**src/rtl/mem_arbiter.sv**
```systemverilog
// -----------------------------------------------------------------------------
// mem_arbiter
//
// Shares one RAM port between the instruction-fetch requester (i-side) and the
// load/store requester (d-side). Each access is sequenced by a registered FSM
// (IDLE -> DACC/IACC -> IDLE). RAM strobes are held until ram_ready. The granted
// requester sees its wait output drop in the same cycle as ram_ready.
//
// The data side has priority. A burst counter limits how many data grants in a
// row can pass a pending instruction fetch. A watchdog abandons any access that
// the RAM leaves unanswered for TIMEOUT cycles, and sets a sticky error flag.
//
// Ports
//   CLK, nRST            clock (rising edge), asynchronous active-low reset
//   iREN, iaddr          instruction read request / word address
//   iload, iwait         instruction data (valid on completion) / wait
//   dREN, dWEN           data read / write request (write wins when both set)
//   daddr, dstore        data address / write data
//   dload, dwait         data read result (valid on completion) / wait
//   ram_REN, ram_WEN     RAM read / write strobes
//   ram_addr, ram_store  RAM address / write data
//   ram_load, ram_ready  RAM read data / access complete this cycle
//   busy                 FSM is not IDLE
//   timeout_err          sticky watchdog flag
// -----------------------------------------------------------------------------
module mem_arbiter #(
    parameter int MAX_DBURST = 4,    // 1..15
    parameter int TIMEOUT    = 255   // 1..255
) (
    input  logic        CLK,
    input  logic        nRST,
    // instruction side
    input  logic        iREN,
    input  logic [31:0] iaddr,
    output logic [31:0] iload,
    output logic        iwait,
    // data side
    input  logic        dREN,
    input  logic        dWEN,
    input  logic [31:0] daddr,
    input  logic [31:0] dstore,
    output logic [31:0] dload,
    output logic        dwait,
    // RAM port
    output logic        ram_REN,
    output logic        ram_WEN,
    output logic [31:0] ram_addr,
    output logic [31:0] ram_store,
    input  logic [31:0] ram_load,
    input  logic        ram_ready,
    // status
    output logic        busy,
    output logic        timeout_err
);

    typedef enum logic [1:0] {
        IDLE = 2'd0,
        DACC = 2'd1,
        IACC = 2'd2
    } state_t;

    localparam logic [3:0] BURST_MAX = 4'(MAX_DBURST);
    // The watchdog fires when a cycle without ready would bring the count to
    // TIMEOUT. In that case the count still shows TIMEOUT-1 during that cycle.
    localparam logic [7:0] WDOG_LAST = 8'(TIMEOUT - 1);

    state_t     state_reg, state_next;
    logic [3:0] burst_reg, burst_next;
    logic [7:0] wdog_reg,  wdog_next;
    logic       err_reg,   err_next;

    logic d_req;
    logic d_done;
    logic i_done;

    assign d_req  = dREN | dWEN;

    // A completion needs the granted request to still be present. A request
    // withdrawn in the same cycle as ram_ready counts as an abort.
    assign d_done = (state_reg == DACC) & ram_ready & d_req;
    assign i_done = (state_reg == IACC) & ram_ready & iREN;

    // -------------------------------------------------------------------------
    // State and counters
    // -------------------------------------------------------------------------
    always_ff @(posedge CLK or negedge nRST) begin
        if (!nRST) begin
            state_reg <= IDLE;
            burst_reg <= '0;
            wdog_reg  <= '0;
            err_reg   <= 1'b0;
        end else begin
            state_reg <= state_next;
            burst_reg <= burst_next;
            wdog_reg  <= wdog_next;
            err_reg   <= err_next;
        end
    end

    // -------------------------------------------------------------------------
    // Next state, counters and RAM strobes
    // -------------------------------------------------------------------------
    always_comb begin
        state_next = state_reg;
        burst_next = burst_reg;
        wdog_next  = wdog_reg;
        err_next   = err_reg;
        ram_REN    = 1'b0;
        ram_WEN    = 1'b0;
        ram_addr   = '0;
        ram_store  = '0;

        case (state_reg)
            IDLE: begin
                // Clearing here means every access starts with a zero count.
                wdog_next = '0;
                if (d_req) begin
                    // After a full burst of data grants, a pending fetch wins.
                    if ((burst_reg == BURST_MAX) && iREN)
                        state_next = IACC;
                    else
                        state_next = DACC;
                end else if (iREN) begin
                    state_next = IACC;
                end
            end

            DACC: begin
                ram_addr  = daddr;
                ram_store = dstore;
                if (dWEN)
                    ram_WEN = 1'b1;
                else
                    ram_REN = 1'b1;

                if (!d_req) begin
                    state_next = IDLE;
                    wdog_next  = '0;
                end else if (ram_ready) begin
                    state_next = IDLE;
                    wdog_next  = '0;
                    // Count data grants only while a fetch is waiting.
                    // Otherwise the burst counter restarts.
                    if (!iREN)
                        burst_next = '0;
                    else if (burst_reg != BURST_MAX)
                        burst_next = burst_reg + 4'd1;
                end else if (wdog_reg == WDOG_LAST) begin
                    state_next = IDLE;
                    wdog_next  = '0;
                    err_next   = 1'b1;
                end else begin
                    wdog_next = wdog_reg + 8'd1;
                end
            end

            IACC: begin
                ram_REN  = 1'b1;
                ram_addr = iaddr;

                if (!iREN) begin
                    state_next = IDLE;
                    wdog_next  = '0;
                end else if (ram_ready) begin
                    state_next = IDLE;
                    wdog_next  = '0;
                    burst_next = '0;
                end else if (wdog_reg == WDOG_LAST) begin
                    state_next = IDLE;
                    wdog_next  = '0;
                    err_next   = 1'b1;
                end else begin
                    wdog_next = wdog_reg + 8'd1;
                end
            end

            default: begin
                state_next = IDLE;
                wdog_next  = '0;
            end
        endcase
    end

    // -------------------------------------------------------------------------
    // Requester-facing outputs
    // -------------------------------------------------------------------------
    assign dwait       = d_req & ~((state_reg == DACC) & ram_ready);
    assign iwait       = iREN  & ~((state_reg == IACC) & ram_ready);
    assign dload       = d_done ? ram_load : '0;
    assign iload       = i_done ? ram_load : '0;
    assign busy        = (state_reg != IDLE);
    assign timeout_err = err_reg;

endmodule

```
**config.mk**
```make
export PLATFORM = sky130hd
export DESIGN_NAME = mem_arbiter
export DESIGN_NICKNAME = d
export VERILOG_FILES = /design/src/rtl/mem_arbiter.sv
export SDC_FILE = /design/constraint.sdc
export NUM_CORES = 1
export LEC_CHECK = 0
export CORE_AREA = 2 2 103 105
export CTS_BUF_LIST = sky130_fd_sc_hd__clkbuf_16
export DETAILED_ROUTE_END_ITERATION = 8
export DIE_AREA = 0 0 105 107
export PLACE_DENSITY = 0.67
export SLEW_MARGIN = 20
export SYNTH_ARGS = -nofsm -noshare
export SYNTH_HDL_FRONTEND = slang
export SYNTH_SLANG_ARGS = --single-unit
```
**constraint.sdc**
```tcl
create_clock -name CLK -period 4.51 [get_ports CLK]
set_input_delay 1.353 -clock CLK [delete_from_list [all_inputs] [get_ports CLK]]
set_output_delay 1.353 -clock CLK [all_outputs]
set_load 0.01 [all_outputs]
```
* Word level (Yosys, flattened, before mapping)
Index checks and enable logic that the tools add are counted.
Storage, ports and cells: word-level logic and storage cells 65, input port bits 134, bits in registers 15
Operators by class: reduce and logical (&&, ||, !) cells 6, equality and inequality tests 11, bitwise operators 9, muxes and demuxes 33, add/subtract/negate cells 2
Operators by type and width (number):
- $mux 32 | 3
- $pmux 32 s2 | 1
- $mux 8 | 4
- $mux 4 | 6
- $pmux 8 s2 | 1
- $mux 2 | 7
- $add 8x1->8 const B | 1
- $eq 8x8->1 const B | 1
- $ne 2x2->1 const B | 4
- $pmux 4 s2 | 1
- $mux 1 | 7
- $and 1x1->1 | 6
- $pmux 2 s3 | 1
- $reduce_and 6->1 | 1
- $add 4x1->4 const B | 1
- $eq 4x3->1 const B | 1
- $ne 4x3->1 const B | 1
- $pmux 1 s2 | 2
- $reduce_bool 2->1 | 2
- $ne 3x2->1 const B | 1
- $ne 3x3->1 const B | 1
- $reduce_and 3->1 | 1
- $eq 2x1->1 const B | 1
- $eq 2x2->1 const B | 1
- 4 further kinds | 5

* Longest topological paths before layout
word-level depth 6, gate-level depth with buffers 7

* Worst setup path before layout
No wires, ideal clock.
path type input to output, start point input dWEN, end point output dload[10], slack 1.085 ns, cell stages on the path 4, buffers on the path 1, data required time 3.157 ns, arrival 2.072 ns, path through nor2_1 nor2_1 clkbuf_1 and2_1
On the way: longest elaborated chain between the ends 3
Ends and longest elaborated chain:
- from (decl) | RTL line 39 | input logic dWEN,
- $or 1x1->1 | RTL line 76 | assign d_req = dREN | dWEN;
- $and 1x1->1 | RTL line 80 | assign d_done = (state_reg == DACC) & ram_ready & d_req;
- $mux 32 | RTL line 189 | assign dload = d_done ? ram_load : '0;
- to (decl) | RTL line 42 | output logic [31:0] dload,
Every way passes these cells.

* Final worst setup path
start point input ram_ready, end point output dload[17]
On the way: longest elaborated chain between the ends 3
Ends and longest elaborated chain:
- from (decl) | RTL line 50 | input logic ram_ready,
- $and 1x1->1 (2 in a row) | RTL line 80
- $mux 32 | RTL line 189
Every way passes these cells.

==> impl.org <==
** Run status
- Outcome :: finished clean

** Finish
- In the final layout, the share of cells above drive strength 1 is 4.104%.
- Antenna diode count :: 0
- Summing all multi-input logic gate instances after layout gives 1570 sq um.
- Area Growth Syn to Fin :: 142.8%
- Sequential cell area :: 375.4 sq um
- Post-route standard cell area excluding fillers :: 4995 sq um
- In the final design database the tool counted 679 nets.
- Number of flip-flops under the largest register name :: 8
- After filler insertion, the fill cell instance count of the layout stands at 988.

** Synthesis
- Ranking of synthesized cells by area :: sky130_fd_sc_hd__and2_1 (30%), sky130_fd_sc_hd__dfrtp_1 (18%), sky130_fd_sc_hd__a22oi_1 (12%)
- Post-Synthesis Mean Instance Area :: 7.426 sq um
- Number of nets produced by synthesis :: 419
- The mapped netlist covers 2057 sq um.
- Warnings, synthesis :: 0
- Most frequent cell after synthesis :: sky130_fd_sc_hd__and2_1
- Unique cell type count in the Yosys netlist :: 35
- Number of enable-type register cells in the synthesized netlist :: 0
- Commonest cells post-synth :: sky130_fd_sc_hd__and2_1 (97), sky130_fd_sc_hd__nor2b_1 (36), sky130_fd_sc_hd__a22oi_1 (33), sky130_fd_sc_hd__dfrtp_1 (15), sky130_fd_sc_hd__clkbuf_1 (14)
- Most common flop cell mapped by yosys :: sky130_fd_sc_hd__dfrtp_1
- Counting flops and latches in the post-synthesis netlist gives 15.
- Share of the yosys chip area belonging to registers :: 18.25%
- The cell count after synthesis came out at 277.
- Area share of the leading cell type in the synthesized netlist :: 29.50%
- For this run, asynchronously set or reset flops after synthesis account for 100.0%.
- The synthesized design spends more area on one cell type than any other, namely sky130_fd_sc_hd__and2_1.

** Flow run
- The tool flagged a number of max-cap violations equal to 0.

** Floorplan
- The initial utilization of the core area, before any placement, comes to 20.38%.
- Overall die width :: 105 um
- Y dimension of the die :: 107 um
- Boundary Pins :: 268
- Die area :: 11,240 sq um
- The floorplan has 37 rows.
- The core region is 10,090 sq um.

** Timing
- Setup violations remaining at the end of the flow were counted as 0.
- Worst clock skew on the final layout :: 0.003468 ns
- Based on the critical path, the design can be clocked at up to 227.1 MHz.
- The number of slew-limit violations in the final report is 0.
- Worst Hold Slack :: 0.4801 ns
- Final count of hold timing violations :: 0
- Max-Slew Margin vs Limit :: 52.87%
- Slew at the pin closest to its max-slew limit :: 0.7047 ns
- Final critical delay including setup and external delays :: 4.403 ns
- Final clock period utilization by the worst path :: 97.63%

** Global routing
- Total gr overflow :: 0
- The initial antenna violation count came to 0.
- Pin count of the biggest net entering global routing :: 41
- Total routing usage reported by global routing :: 16.38%
- The number of global-route vias before repair is 2,881.
- Global-route wire length before repair :: 15,080 um

** CTS
- The cell sitting at the root of the clock tree is a sky130_fd_sc_hd__clkbuf_16.
- Clock network latency to the later pin of the worst-skew pair :: 0.25 ns
- CTS Buffer Depth :: 2
- Number of buffers added to fix hold violations after cts :: 0
- TritonCTS built the clock tree.
- Number of H-tree branching levels :: 1
- Number of buffers added by the clock tree synthesis step :: 3
- Count of buffers added by post-CTS timing repair for setup :: 0
- Clock-pin slew on the worst setup and hold paths :: 0.05 ns
- Total number of clock tree sinks :: 15

** Worst setup path
- Of all nets on the critical path, the largest fanout is 32.
- Data arrives at the worst endpoint at 3.05 ns.
- Critical path launch point type :: primary input
- Type of the setup path with the least slack :: in -> out
- Endpoint type of the worst setup path :: primary output
- Data on the critical path is required at its endpoint by 3.16 ns.

** Place
- The placed instances occupy a cell area of 4912 sq um.
- Once detailed placement completed, the half-perimeter wirelength came to 8090 um.
- The count of buffers added on input and output ports is 267.
- Routability congestion estimate :: 0.7875

** Pwr
- In this run the static leakage power is 1.923 nW.
- Power density of the placed cells :: 384.5 nW/um^2
- IR analysis of the VDD net gives a maximum drop of 0.1270 mV.

** Routing
- After detailed routing, the average wire length per cell comes to 14.72 um.
- Vias/cell :: 4.289
- The pre-antenna-repair detailed-routing pass consisted of 6 iterations.
- Once detail routing completed, the nets flagged for antenna violations numbered 0.
- Routed Wire Length :: 9891 um
- DRC viols :: 0
- The final route contains 2,882 vias.
- DR iter-0 viols :: 133

** Worst hold path
- The worst hold path belongs to the class reg -> reg.
## final timing paths
check / from / end / slack, ns / cells past startpoint
hold reg to reg: timeout_err$_DFFE_PN0P_ / timeout_err$_DFFE_PN0P_ / 0.48 / 1
max in group asynchronous: nRST / burst_reg[2]$_DFFE_PN0P_ / 2.53 / 1
setup / recovery: ram_ready / dload[17] / 0.11 / 6
min in group asynchronous: nRST / wdog_reg[3]$_DFF_PN0_ / 1.53 / 1
hold / removal: timeout_err$_DFFE_PN0P_ / timeout_err$_DFFE_PN0P_ / 0.48 / 1
setup reg to reg: state_reg[0]$_DFFE_PN0P_ / timeout_err$_DFFE_PN0P_ / 2.61 / 7
## cell usage in the layout (no fill, tap or decap)
| master | synthesis | final |
|---|---|---|
| sky130_fd_sc_hd__nand4_1 | 1 | 1 |
| sky130_fd_sc_hd__ha_1 | 8 | 7 |
| sky130_fd_sc_hd__nor3_1 | 1 | 1 |
| sky130_fd_sc_hd__ha_2 | 0 | 1 |
| sky130_fd_sc_hd__a31o_2 | 1 | 1 |
| sky130_fd_sc_hd__and3_1 | 3 | 3 |
| sky130_fd_sc_hd__xor2_1 | 5 | 5 |
| sky130_fd_sc_hd__inv_1 | 7 | 7 |
| sky130_fd_sc_hd__buf_12 | 0 | 2 |
| sky130_fd_sc_hd__o21ai_2 | 1 | 1 |
| sky130_fd_sc_hd__nand3_1 | 4 | 4 |
| sky130_fd_sc_hd__clkinv_2 | 0 | 1 |
| sky130_fd_sc_hd__xnor2_1 | 2 | 2 |
| sky130_fd_sc_hd__and4_1 | 1 | 1 |
| sky130_fd_sc_hd__clkdlybuf4s50_1 | 0 | 267 |
| sky130_fd_sc_hd__nor2b_1 | 36 | 36 |
| sky130_fd_sc_hd__o21ai_0 | 2 | 2 |
| sky130_fd_sc_hd__and2_1 | 97 | 97 |
| sky130_fd_sc_hd__and4bb_1 | 1 | 1 |
| sky130_fd_sc_hd__a22oi_1 | 33 | 33 |
| sky130_fd_sc_hd__nand2b_1 | 2 | 2 |
| sky130_fd_sc_hd__mux2_2 | 1 | 1 |
| sky130_fd_sc_hd__buf_4 | 1 | 8 |
| sky130_fd_sc_hd__nand3b_1 | 1 | 1 |
| sky130_fd_sc_hd__a22o_1 | 3 | 3 |
| sky130_fd_sc_hd__nor2_2 | 0 | 1 |
| sky130_fd_sc_hd__and4b_4 | 1 | 1 |
| sky130_fd_sc_hd__nor2_1 | 13 | 12 |
| sky130_fd_sc_hd__clkbuf_16 | 0 | 3 |
| sky130_fd_sc_hd__a21bo_1 | 1 | 1 |
| sky130_fd_sc_hd__nand2_1 | 7 | 7 |
| sky130_fd_sc_hd__a21boi_0 | 2 | 2 |
| sky130_fd_sc_hd__a21oi_1 | 2 | 2 |
| sky130_fd_sc_hd__nand3_2 | 1 | 1 |
| sky130_fd_sc_hd__o21ai_4 | 1 | 1 |
| sky130_fd_sc_hd__dfrtp_1 | 15 | 15 |
| sky130_fd_sc_hd__a221o_1 | 1 | 1 |
| sky130_fd_sc_hd__a21o_1 | 1 | 1 |
## power by group
group	leakage [nW]	switching (mW)	internal, mW
registers	0.203	0.0278	0.160
clock network	0.0409	0.0599	0.119
logic	1.68	0.688	0.866
total	1.92	0.776	1.15
## metrics by stage
stage / worst slack, ns / cells / power (mW) / util, % / TNS [ns]
after floorplan: 1.085 / 277 / 0.9571 / - / 0
after global placement: 0.07089 / 668 / 1.744 / 48.67 / 0
after detailed placement: 0.05268 / 668 / 1.759 / 48.67 / 0
after CTS: 0.05229 / 672 / 1.946 / 49.47 / 0
after global routing: -0.004209 / 672 / 2.067 / 49.49 / -0.004209
final: 0.1070 / 672 / 1.921 / 49.49 / 0
## cell families (layout without fill, tap and decap cells)
logic type / count (synthesis) / after routing / synth area share (%)
and+or+nand+nor: 169 / 169 / 49.70
adders and majority gates: 8 / 8 / 4.866
AOI/OAI and AO/OA: 48 / 48 / 18.01
buffers and inverters: 29 / 288 / 5.657
muxes: 1 / 1 / 0.5474
DFF: 15 / 15 / 18.25
xor gates and xnor gates: 7 / 7 / 2.981
## worst max-delay path, stage by stage
cell and delay [ns]:
sky130_fd_sc_hd__clkdlybuf4s50_1 0.55, sky130_fd_sc_hd__nand2_1 0.10, sky130_fd_sc_hd__nor2_2 0.16, sky130_fd_sc_hd__buf_12 0.18, sky130_fd_sc_hd__and2_1 0.15, sky130_fd_sc_hd__clkdlybuf4s50_1 0.55
## cell type report
class / count / area share [%]
multi-input cells: 233 / 31.44
inverters: 7 / 0.5261
clock buffers: 3 / 1.503
flip-flops and latches: 15 / 7.515
well taps: 136 / 3.407
repair buffers: 277 / 55.51
clock inverters: 1 / 0.1002
## metal layers
metal / wire (um) / up-vias / part of all wire, % / global-route usage (%)
li1: - / 1435 / - / -
met1: 4120 / 1297 / 42 / 20.34
met2: 4812 / 140 / 49 / 28.57
met3: 843 / 10 / 8.5 / 4.012
met4: 115 / 0 / 1.2 / 3.810
met5: 0 / - / 0 / 0
## what timing repair did
action                                 CTS  global route
setup endpoints to repair                0            32
resized for setup                        0             1
endpoints found under the hold margin    0             0
Note: power is estimated with default switching activity, not from simulation.
